===== src/rtl/cw305_pulpino_pkg.sv =====
// rtl/cw305_pulpino_pkg.sv - shared types and register map for the CW305/PULPino mailbox
package cw305_pulpino_pkg;

    typedef enum logic [1:0] {
        ST_IDLE    = 2'd0,
        ST_PENDING = 2'd1,
        ST_BUSY    = 2'd2
    } state_e;

    // APB byte offsets; each 128-bit block spans four consecutive words
    localparam logic [7:0] OFF_STATUS    = 8'h00;
    localparam logic [7:0] OFF_CTRL      = 8'h04;
    localparam logic [7:0] OFF_TEXTIN    = 8'h10;
    localparam logic [7:0] OFF_KEY       = 8'h20;
    localparam logic [7:0] OFF_TEXTOUT   = 8'h30;
    localparam logic [7:0] OFF_CIPHEROUT = 8'h40;

    localparam int STAT_PENDING = 0;
    localparam int STAT_BUSY    = 1;
    localparam int STAT_OVERRUN = 2;
    localparam int STAT_TIMEOUT = 3;

    localparam int CTRL_ACK     = 0;
    localparam int CTRL_DONE    = 1;
    localparam int CTRL_CLR_OVR = 2;
    localparam int CTRL_CLR_TO  = 3;

    // Word n of a 128-bit register occupies bits [32n+31:32n]
    function automatic logic [31:0] word_of(input logic [127:0] r, input logic [1:0] n);
        return r[32*n +: 32];
    endfunction

endpackage


===== src/rtl/cw305_mailbox_apb_regs.sv =====
// rtl/cw305_mailbox_apb_regs.sv - APB decode, operand snapshots and result registers
module cw305_mailbox_apb_regs
    import cw305_pulpino_pkg::*;
#(
    parameter int unsigned pAPB_ADDR_WIDTH = 12
) (
    input  logic                       crypto_clk,
    input  logic                       reset_n,
    input  logic                       psel,
    input  logic                       penable,
    input  logic                       pwrite,
    input  logic [pAPB_ADDR_WIDTH-1:0] paddr,
    input  logic [31:0]                pwdata,
    output logic [31:0]                prdata,
    output logic                       pready,
    output logic                       pslverr,
    input  logic                       snap_en,
    input  logic [127:0]               textin_i,
    input  logic [127:0]               key_i,
    input  logic [3:0]                 status,
    output logic [127:0]               textout,
    output logic [127:0]               cipherout,
    output logic [3:0]                 ctrl_wr
);

    logic [127:0] textin_q;
    logic [127:0] key_q;
    logic [127:0] textout_q;
    logic [127:0] cipherout_q;
    logic [7:0]   off;
    logic [3:0]   blk;
    logic [1:0]   wsel;
    logic         mapped;
    logic         ro;
    logic         access;
    logic         wr_ok;

    // Decode the byte offset into a block, a word select and its access rights
    always_comb begin
        off    = paddr[7:0];
        blk    = off[7:4];
        wsel   = off[3:2];
        mapped = 1'b0;
        ro     = 1'b0;
        if (((paddr >> 8) == '0) && (off[1:0] == 2'b00)) begin
            case (blk)
                OFF_STATUS[7:4]: begin
                    mapped = (off == OFF_STATUS) || (off == OFF_CTRL);
                    ro     = (off == OFF_STATUS);
                end
                OFF_TEXTIN[7:4], OFF_KEY[7:4]: begin
                    mapped = 1'b1;
                    ro     = 1'b1;
                end
                OFF_TEXTOUT[7:4], OFF_CIPHEROUT[7:4]: mapped = 1'b1;
                default: mapped = 1'b0;
            endcase
        end
    end

    assign access  = psel & penable;
    assign wr_ok   = access & pwrite & mapped & ~ro;
    assign pready  = 1'b1;
    assign pslverr = access & (~mapped | (pwrite & ro));
    assign ctrl_wr = (wr_ok && (off == OFF_CTRL)) ? pwdata[3:0] : 4'd0;

    // Read mux: only while selected, CTRL and unmapped offsets read as zero
    always_comb begin
        prdata = 32'd0;
        if (psel && mapped) begin
            case (blk)
                OFF_STATUS[7:4]:    prdata = (off == OFF_STATUS) ? {28'd0, status} : 32'd0;
                OFF_TEXTIN[7:4]:    prdata = word_of(textin_q, wsel);
                OFF_KEY[7:4]:       prdata = word_of(key_q, wsel);
                OFF_TEXTOUT[7:4]:   prdata = word_of(textout_q, wsel);
                OFF_CIPHEROUT[7:4]: prdata = word_of(cipherout_q, wsel);
                default:            prdata = 32'd0;
            endcase
        end
    end

    // Capture job operands when the FSM accepts a start request
    always_ff @(posedge crypto_clk or negedge reset_n) begin
        if (!reset_n) begin
            textin_q <= '0;
            key_q    <= '0;
        end else if (snap_en) begin
            textin_q <= textin_i;
            key_q    <= key_i;
        end
    end

    // Software-written result words
    always_ff @(posedge crypto_clk or negedge reset_n) begin
        if (!reset_n) begin
            textout_q   <= '0;
            cipherout_q <= '0;
        end else if (wr_ok) begin
            if (blk == OFF_TEXTOUT[7:4])   textout_q[32*wsel +: 32]   <= pwdata;
            if (blk == OFF_CIPHEROUT[7:4]) cipherout_q[32*wsel +: 32] <= pwdata;
        end
    end

    assign textout   = textout_q;
    assign cipherout = cipherout_q;

endmodule


===== src/rtl/cw305_pulpino_mailbox.sv =====
// rtl/cw305_pulpino_mailbox.sv - job handshake FSM and watchdog between CW305 registers and PULPino
module cw305_pulpino_mailbox
    import cw305_pulpino_pkg::*;
#(
    parameter int unsigned pAPB_ADDR_WIDTH = 12,
    parameter logic [23:0] pTIMEOUT_CYCLES = 24'hFFFFFF
) (
    input  logic                       crypto_clk,
    input  logic                       reset_n,
    input  logic                       start_i,
    input  logic [127:0]               textin_i,
    input  logic [127:0]               key_i,
    output logic [127:0]               textout_o,
    output logic [127:0]               cipherout_o,
    output logic                       ready_o,
    output logic                       busy_o,
    output logic                       done_o,
    output logic                       irq_o,
    input  logic                       psel,
    input  logic                       penable,
    input  logic                       pwrite,
    input  logic [pAPB_ADDR_WIDTH-1:0] paddr,
    input  logic [31:0]                pwdata,
    output logic [31:0]                prdata,
    output logic                       pready,
    output logic                       pslverr
);

    state_e      state_q;
    state_e      state_d;
    logic [23:0] wd_q;
    logic        ovr_q;
    logic        to_q;
    logic        done_q;
    logic        done_d;
    logic        snap_en;
    logic        wd_expire;
    logic [3:0]  ctrl_wr;
    logic [3:0]  status;

    assign wd_expire = (pTIMEOUT_CYCLES != 24'd0) && (state_q == ST_BUSY) &&
                       (wd_q == pTIMEOUT_CYCLES - 24'd1);

    assign status[STAT_PENDING] = (state_q == ST_PENDING);
    assign status[STAT_BUSY]    = (state_q == ST_BUSY);
    assign status[STAT_OVERRUN] = ovr_q;
    assign status[STAT_TIMEOUT] = to_q;

    cw305_mailbox_apb_regs #(
        .pAPB_ADDR_WIDTH (pAPB_ADDR_WIDTH)
    ) u_regs (
        .crypto_clk (crypto_clk),
        .reset_n    (reset_n),
        .psel       (psel),
        .penable    (penable),
        .pwrite     (pwrite),
        .paddr      (paddr),
        .pwdata     (pwdata),
        .prdata     (prdata),
        .pready     (pready),
        .pslverr    (pslverr),
        .snap_en    (snap_en),
        .textin_i   (textin_i),
        .key_i      (key_i),
        .status     (status),
        .textout    (textout_o),
        .cipherout  (cipherout_o),
        .ctrl_wr    (ctrl_wr)
    );

    // Next state: start, software ACK/DONE and watchdog expiry
    always_comb begin
        state_d = state_q;
        done_d  = 1'b0;
        snap_en = 1'b0;
        case (state_q)
            ST_IDLE: begin
                if (start_i) begin
                    snap_en = 1'b1;
                    state_d = ST_PENDING;
                end
            end
            ST_PENDING: begin
                snap_en = start_i;
                if (ctrl_wr[CTRL_ACK] && ctrl_wr[CTRL_DONE]) begin
                    state_d = ST_IDLE;
                    done_d  = 1'b1;
                end else if (ctrl_wr[CTRL_ACK]) begin
                    state_d = ST_BUSY;
                end
            end
            ST_BUSY: begin
                if (ctrl_wr[CTRL_DONE] || wd_expire) begin
                    state_d = ST_IDLE;
                    done_d  = 1'b1;
                end
            end
            default: state_d = ST_IDLE;
        endcase
    end

    // State, done pulse and watchdog; the counter only runs while staying in BUSY
    always_ff @(posedge crypto_clk or negedge reset_n) begin
        if (!reset_n) begin
            state_q <= ST_IDLE;
            done_q  <= 1'b0;
            wd_q    <= 24'd0;
        end else begin
            state_q <= state_d;
            done_q  <= done_d;
            wd_q    <= ((state_q == ST_BUSY) && (state_d == ST_BUSY)) ? wd_q + 24'd1 : 24'd0;
        end
    end

    // Sticky flags; a same-cycle set beats a software clear, DONE beats expiry
    always_ff @(posedge crypto_clk or negedge reset_n) begin
        if (!reset_n) begin
            ovr_q <= 1'b0;
            to_q  <= 1'b0;
        end else begin
            if (start_i && (state_q == ST_BUSY)) ovr_q <= 1'b1;
            else if (ctrl_wr[CTRL_CLR_OVR])      ovr_q <= 1'b0;
            if (wd_expire && !ctrl_wr[CTRL_DONE]) to_q <= 1'b1;
            else if (ctrl_wr[CTRL_CLR_TO])        to_q <= 1'b0;
        end
    end

    assign ready_o = (state_q == ST_IDLE);
    assign busy_o  = (state_q != ST_IDLE);
    assign irq_o   = (state_q == ST_PENDING);
    assign done_o  = done_q;

endmodule

===== config.mk =====
export PLATFORM = sky130hd
export DESIGN_NAME = cw305_pulpino_mailbox
export DESIGN_NICKNAME = d
export VERILOG_FILES = /design/src/rtl/cw305_pulpino_pkg.sv /design/src/rtl/cw305_mailbox_apb_regs.sv /design/src/rtl/cw305_pulpino_mailbox.sv
export SDC_FILE = /design/constraint.sdc
export NUM_CORES = 1
export LEC_CHECK = 0
export CORE_MARGIN = 1
export CORE_UTILIZATION = 40
export CTS_CLUSTER_DIAMETER = 200
export DETAILED_ROUTE_END_ITERATION = 16
export MAX_ROUTING_LAYER = met4
export PLACE_DENSITY = 0.66
export REMOVE_ABC_BUFFERS = 1
export SLEW_MARGIN = 10
export SYNTH_ARGS = -nofsm -noshare
export SYNTH_HDL_FRONTEND = slang
export SYNTH_HIERARCHICAL = 1
export SYNTH_SLANG_ARGS = --single-unit

===== constraint.sdc =====
create_clock -name crypto_clk -period 2.8 [get_ports crypto_clk]
set_clock_uncertainty 0.05 [all_clocks]
set_input_delay 0.42 -clock crypto_clk [delete_from_list [all_inputs] [get_ports crypto_clk]]
set_output_delay 0.42 -clock crypto_clk [all_outputs]
set_load 0.005 [all_outputs]

* Word-level counts from Yosys, hierarchy flattened
Cells that the tools add are included.
** Word-level totals
- Input port bits :: 306
- Output and inout port bits :: 294
- Register bits after elaboration :: 541
- Word-level logic and storage cells :: 83
** Operators by class
- Multiplexer cells :: 25
- Eq/ne operators :: 9
- Reductions and logical operators :: 23
- Shift-type cells :: 6
- $add $sub $neg :: 2
- Bitwise gates (word level) :: 9
** Operators with widths (number)
- $shiftx A128 B8 Y32 :: 4
- $bwmux W128 :: 2
- $pmux W32 S5 :: 1
- $shift A32 B34 Y128 const A :: 1
- $shiftx A32 B34 Y128 :: 1
- $neg A7 Y34 :: 1
- $mux W32 :: 1
- $add A24 B1 Y24 const B :: 1
- $eq A24 B24 Y1 const B :: 1
- $mux W24 :: 1
- $logic_not A12 Y1 :: 1
- $mux W1 :: 9
- $eq A4 B2 Y1 const B :: 2
- $eq A8 B3 Y1 const B :: 1
- $logic_and A1 B1 Y1 :: 8
- $logic_not A8 Y1 :: 1
- $mux W2 :: 4
- $mux W4 :: 2
- $pmux W1 S2 :: 4
- $and A1 B1 Y1 :: 6
- $pmux W2 S3 :: 1
- $reduce_bool A2 Y1 :: 3
- $eq A2 B2 Y1 const B :: 2
- $eq A4 B1 Y1 const B :: 1
- other kinds (11) :: 15

* Depth between registers and ports, before layout
- Word-level depth :: 14
- Gate-level depth with buffers :: 16
- Gate-level depth less buffers :: 11

* Cells and area by module
Netlist, hierarchy kept.
** Modules (own cells, without submodules)
- cw305_mailbox_apb_regs :: cells an instance 2096, sequential area each 12812.3 um^2, instances 1, area an instance 23506.3 um^2
- cw305_pulpino_mailbox :: cells an instance 160, sequential area each 725.7 um^2, instances 1, area an instance 1716.6 um^2

* Least setup slack after synthesis
OpenSTA, ideal clock, no wires.
- Kind :: input to register
- Start :: input port paddr[2]
- End :: register wd_q[15]
- Library setup time :: 143 ps
- Arrival time :: 3519 ps
- Stages on the path :: 15
- Data required time :: 2607 ps
- Setup slack :: -912 ps
- Buffers on the path :: 5
- Path through :: buf_2 > clkinv_1 > clkbuf_1 > clkbuf_1 > ha_1 > clkbuf_1 > o2111ai_1 > nor4_1 > and2_1 > inv_1 > a31oi_1 > nor2_1 > nand2_1 > clkbuf_1 > nor4_2
** Between the ends
- Cells in the longest elaborated chain, start to end :: 14
- Elaborated cells on any way between the ends :: 21
- Those cells by class :: eq/ne: 2; mux: 10; bitwise: 3; reduce/logical: 6
** RTL lines
- start, declared :: RTL line cw305_pulpino_mailbox.sv:22 : input logic [pAPB_ADDR_WIDTH-1:0] paddr,
- $eq A8 B3 Y1 or $logic_not A8 Y1 (tied branches) :: RTL line cw305_mailbox_apb_regs.sv:48, cw305_mailbox_apb_regs.sv:65, cw305_mailbox_apb_regs.sv:49
- $logic_or A1 B1 Y1 :: RTL line cw305_mailbox_apb_regs.sv:48 : mapped = (off == OFF_STATUS) || (off == OFF_CTRL);
- $pmux W1 S2 :: RTL line cw305_mailbox_apb_regs.sv:46 : case (blk)
- $mux W1 :: RTL line cw305_mailbox_apb_regs.sv:45 : if (((paddr >> 8) == '0) && (off[1:0] == 2'b00)) begin
- $and A1 B1 Y1 (2 in series) :: RTL line cw305_mailbox_apb_regs.sv:62 : assign wr_ok = access & pwrite & mapped & ~ro;
- $logic_and A1 B1 Y1 * :: RTL line cw305_mailbox_apb_regs.sv:65 : assign ctrl_wr = (wr_ok && (off == OFF_CTRL)) ? pwdata[3:0] : 4'd0;
- $mux W4 * :: RTL line cw305_mailbox_apb_regs.sv:65
- named net ctrl_wr[1] :: RTL line cw305_pulpino_mailbox.sv:38 : logic [3:0] ctrl_wr;
- $logic_or A1 B1 Y1 or $logic_and A1 B1 Y1 (tied branches) :: RTL line cw305_pulpino_mailbox.sv:93, cw305_pulpino_mailbox.sv:85
- $mux W2 (on tied branches) :: RTL line cw305_pulpino_mailbox.sv:93, cw305_pulpino_mailbox.sv:85
- $pmux W2 S3 * :: RTL line cw305_pulpino_mailbox.sv:76 : case (state_q)
- $eq A2 B2 Y1 * :: RTL line cw305_pulpino_mailbox.sv:111 : wd_q <= ((state_q == ST_BUSY) && (state_d == ST_BUSY)) ? wd_q + 24'd1 : 24'd0;
- $logic_and A1 B1 Y1 * :: RTL line cw305_pulpino_mailbox.sv:111
- $mux W24 * :: RTL line cw305_pulpino_mailbox.sv:111
- end signal, assigned :: RTL line cw305_pulpino_mailbox.sv:111
- end, declared :: RTL line cw305_pulpino_mailbox.sv:31 : logic [23:0] wd_q;
Mark *: on every way through the listed nets, which the timed path passes. The rest lies on a longest branch.
A chain may end at the register's enable or synchronous reset.

* Worst setup path after layout
- Start :: input port paddr[6]
- End :: output port prdata[13]
** Between the ends
- Cells in the longest elaborated chain, start to end :: 6
- Elaborated cells on any way between the ends :: 14
- Those cells by class :: eq/ne: 5; mux: 4; reduce/logical: 5
** RTL lines
- $eq A4 B1 Y1 (tied with other cells) :: RTL line cw305_mailbox_apb_regs.sv:46, cw305_mailbox_apb_regs.sv:71
- $reduce_or A4 Y1 (no line) or $logic_or A1 B1 Y1 (tied branches)
- $pmux W1 S2 :: RTL line cw305_mailbox_apb_regs.sv:46
- $mux W1 :: RTL line cw305_mailbox_apb_regs.sv:45
- $logic_and A1 B1 Y1 :: RTL line cw305_mailbox_apb_regs.sv:70 : if (psel && mapped) begin
- $mux W32 * :: RTL line cw305_mailbox_apb_regs.sv:70
- end, declared :: RTL line cw305_pulpino_mailbox.sv:24 : output logic [31:0] prdata,
Mark *: on every way between the ends. The rest lies on a longest branch, timed or not.

==> results_tabular.tex <==
\begin{tabular}{lr}
\hline
Metric & Value \\
\hline
\multicolumn{2}{l}{\textbf{Power}} \\
\quad Internal cell power & 17.1 mW \\
\quad Power density relative to cell area & 637 mW/mm\^{}2 \\
\quad Logic pwr share & 23.3\% \\
\quad Share of total power consumed by net switching & 28.2\% \\
\quad Total leakage power & 15.4 nW \\
\quad Sequential share of power & 44.0\% \\
\quad Clock power frac & 32.7\% \\
\quad Switching pwr & 6.69 mW \\
\quad Worst vdd rail ir drop & 0.000472 V \\
\multicolumn{2}{l}{\textbf{Floorplan}} \\
\quad Die ar. & 0.0641 sq mm \\
\quad Chip width & 253 um \\
\quad Number of core rows & 91 \\
\quad I/O pin count & 600 \\
\quad Initial core utilization & 40.6\% \\
\quad Area of the core region & 0.0621 sq mm \\
\quad Vertical extent of the die & 253 um \\
\multicolumn{2}{l}{\textbf{Global routing}} \\
\quad Wire length of the first global-routing pass & 151000 um \\
\quad Largest net degree at the start of global routing & 99 \\
\quad Initial antenna violation count & 16 \\
\quad Aggregate global routing overflow & 0 \\
\quad GRT Overall Usage & 32.7\% \\
\quad Via count of the first global-routing pass & 22862 \\
\multicolumn{2}{l}{\textbf{Critical path}} \\
\quad Most frequent cell on the critical path & buf\_12 \\
\quad Delay-heaviest family, CP & simple AND/OR/NAND/NOR gates \\
\quad Top fanout value on the critical path & 8 \\
\quad Worst EP required & 2330 ps \\
\quad Cell Chain, Critical Path & buf\_8 -> buf\_12 -> or3b\_4 -> buf\_12 -> nand2\_8 -> buf\_12 -> buf\_12 -> a21oi\_2 -> or3\_1 -> a221oi\_2 -> buf\_2 \\
\quad Crit Path Category & in2out \\
\quad Worst Path Buf+Inv & 6 \\
\quad Slowest stage cell, crit path & or3b\_4 \\
\quad Register-to-register setup slack & 480 ps \\
\quad Kind of end point of the critical path & output pin \\
\quad Sort of element at the start of the critical path & input pin \\
\quad Worst stage delay on the critical path & 480 ps \\
\quad Arrival time at the worst endpoint & 2540 ps \\
\multicolumn{2}{l}{\textbf{Placement}} \\
\quad PortBufs & 598 \\
\quad Worst slack at placement & -1050 ps \\
\quad Placer's final routability congestion estimate & 0.938 \\
\quad Final HPWL from detailed placement & 72800 um \\
\quad Placed standard-cell area & 0.0335 sq mm \\
\multicolumn{2}{l}{\textbf{Clock network}} \\
\quad Maximum clock insertion buffer count & 3 \\
\quad Insertion delay of the later-clocked pin in the worst-skew pair & 610 ps \\
\quad Clk sink count & 541 \\
\quad CTS tree & built \\
\quad Clock transition at the register clock pins on the worst setup and hold paths after CTS & 60 ps \\
\quad H-tree depth & 2 \\
\quad CTS Root Cell & clkbuf\_16 \\
\quad Num CTS Buffers & 60 \\
\multicolumn{2}{l}{\textbf{Cells and area}} \\
\quad Fin area & 0.0373 sq mm \\
\quad Fraction of final layout cells sized beyond drive strength 1 & 28.0\% \\
\quad Layout Nets & 3309 \\
\quad Leading cell type in the layout, fill and taps excluded & clkdlybuf4s50\_1 \\
\quad Post-synthesis to final-layout area growth & 47.8\% \\
\quad Commonest cells after routing, fill and taps aside & clkdlybuf4s50\_1, dfrtp\_1, nand2\_1 \\
\quad Seq. cell area & 0.0135 sq mm \\
\quad Fill cells & 4980 \\
\quad Multi-input combinational cell area & 0.0118 sq mm \\
\multicolumn{2}{l}{\textbf{Routing}} \\
\quad Average via count per standard cell & 5.75 \\
\quad Number of detailed-routing iterations run before antenna repair & 5 \\
\quad Via count & 22354 \\
\quad Antenna Nets Post-Route & 0 \\
\quad Violation count after the first detailed-route iteration & 1749 \\
\quad Detailed-route wire length per cell & 26.7 um \\
\quad DRC viols & 0 \\
\quad Detailed-route wire length & 104000 um \\
\multicolumn{2}{l}{\textbf{Timing}} \\
\quad Final critical delay including setup and external delays & 3010 ps \\
\quad Actual transition at the worst max-transition pin & 937 ps \\
\quad Setup repair after global routing missed its margin & true \\
\quad Setup slack of the critical path after layout & -210 ps \\
\quad Final Hold Vio Count & 0 \\
\quad Total of endpoints with negative setup slack in the final report & 26 \\
\quad Final max-slew violation count & 0 \\
\quad Worst slew margin relative to its limit & 37.3\% \\
\quad Fmax achieved & 332 MHz \\
\quad Post-Route Setup TNS & -1910 ps \\
\quad Final period util & 107\% \\
\quad Final hold slack & 281 ps \\
\multicolumn{2}{l}{\textbf{Logic synthesis}} \\
\quad Cell Area, Synth & 0.0252 sq mm \\
\quad Count of state elements after synthesis & 541 \\
\quad Gate Count Post-Synth & 2256 \\
\quad Post-Syn Area per Cell & 11.2 sq um \\
\quad Syn. warnings & 6 \\
\quad Seq/Total Area, Yosys & 53.7\% \\
\quad Post-synth top flop & dfrtp\_1 \\
\quad Yosys cell types & 75 \\
\quad Number of enable flip-flop cells after synthesis & 0 \\
\quad Fraction of registers with async set or reset after synthesis & 100\% \\
\multicolumn{2}{l}{\textbf{Run status}} \\
\quad Failing checks & negative setup slack \\
\quad Status & finished with violations \\
\multicolumn{2}{l}{\textbf{Worst hold path}} \\
\quad Type of the tightest min-delay check & in2async \\
\multicolumn{2}{l}{\textbf{Flow run}} \\
\quad \# Max-Cap Violations & 0 \\
\hline
\end{tabular}
==> power by group through the flow <==
stage | registers (mW) | logic [mW] | clock network, mW
after floorplan | 9.83 | 3.23 | 0
after global placement | 10.4 | 4.96 | 0
after detailed placement | 10.5 | 5.09 | 0
after CTS | 10.4 | 5.36 | 7.90
after global routing | 10.6 | 5.90 | 8.19
final | 10.4 | 5.55 | 7.76
==> flip-flops by register name, summed over array words and instances (netlist names) <==
| signal | count |
|---|---|
| ovr_q | 1 |
| u_regs/textout | 128 |
| done_o | 1 |
| u_regs/cipherout | 128 |
| u_regs/key_q | 128 |
| wd_q | 24 |
| u_regs/textin_q | 128 |
| to_q | 1 |
| state_q | 2 |
==> kinds of logic (layout without fill, tap and decap cells) <==
kind of cell               Yosys count  count (layout)  share of synthesized area, %
and+or+nand+nor                    577             577                          10.5
AOI/OAI and AO/OA                  536             536                          14.5
buffers and inverters              190             971                          3.38
xor gates and xnor gates            23              23                         0.799
muxes                              377             377                          16.6
adders and majority gates           11              11                         0.546
other                                1              17                        0.0149
DFF                                541             541                          53.7
==> cell usage after synthesis, types with 17 or more instances <==
master      n  area [sq um]
a22oi_1    29           218
nor4_2     20           250
nor3_1     17          85.1
clkbuf_1  112           420
a22o_1     67           587
mux2_2    290          3270
nor2_1    104           390
nand2_1   356          1340
o21ai_0   218          1090
a221oi_1   82           718
dfrtp_1   541         13500
mux2i_1    82           821
nand4_1    20           125
a21oi_1    40           200
buf_2      48           240
==> cell type report <==
class / instances / area share, %
multi-input combinational: 1525 / 31.6
clock inverter: 22 / 0.547
clock buffer: 85 / 4.58
tap: 837 / 2.81
sequential: 541 / 36.3
antenna: 16 / 0.107
inverter: 12 / 0.121
timing repair buffer: 852 / 23.9
==> metrics by stage <==
step	util (%)	total power [mW]	cells
final	60.1	23.8	3890
after global routing	60.1	24.7	3890
after CTS	59.1	23.6	3861
after detailed placement	54.0	15.6	3699
after global placement	54.0	15.4	3699
after floorplan	-	13.1	2078
==> routing by layer <==
metal | up-vias | track usage [%] | share of wire [%]
met1 | 11264 | 39.7 | 39
met4 | 0 | 15.5 | 4.6
met3 | 260 | 7.00 | 8.0
li1 | 9731 | - | -
met2 | 1099 | 52.1 | 48
met5 | - | - | 0
==> final timing paths <==
| path | start | to | cells after the start |
|---|---|---|---|
| min in group crypto_clk | key_i[56] | u_regs/key_q[56] | 2 |
| max | paddr[6] | prdata[13] | 11 |
| max in group asynchronous | reset_n | u_regs/key_q[32] | 3 |
| min | reset_n | u_regs/textin_q[17] | 2 |
| min reg2reg | u_regs/textin_q[96] | u_regs/textin_q[96] | 1 |
| max reg2reg | state_q[0] | wd_q[4] | 8 |
==> what timing repair did <==
| action | 4_1_cts | 5_1_grt |
|---|---|---|
| pin swaps | 111 | 70 |
| hold buffers | 1 | 0 |
| setup endpoints to repair | 57 | 57 |
| setup buffers | 50 | 17 |
| gates resized for setup | 315 | 102 |
| gates cloned | 8 | 1 |
| hold endpoints to repair | 42 | 0 |
Power figures use the tool's default switching activity.
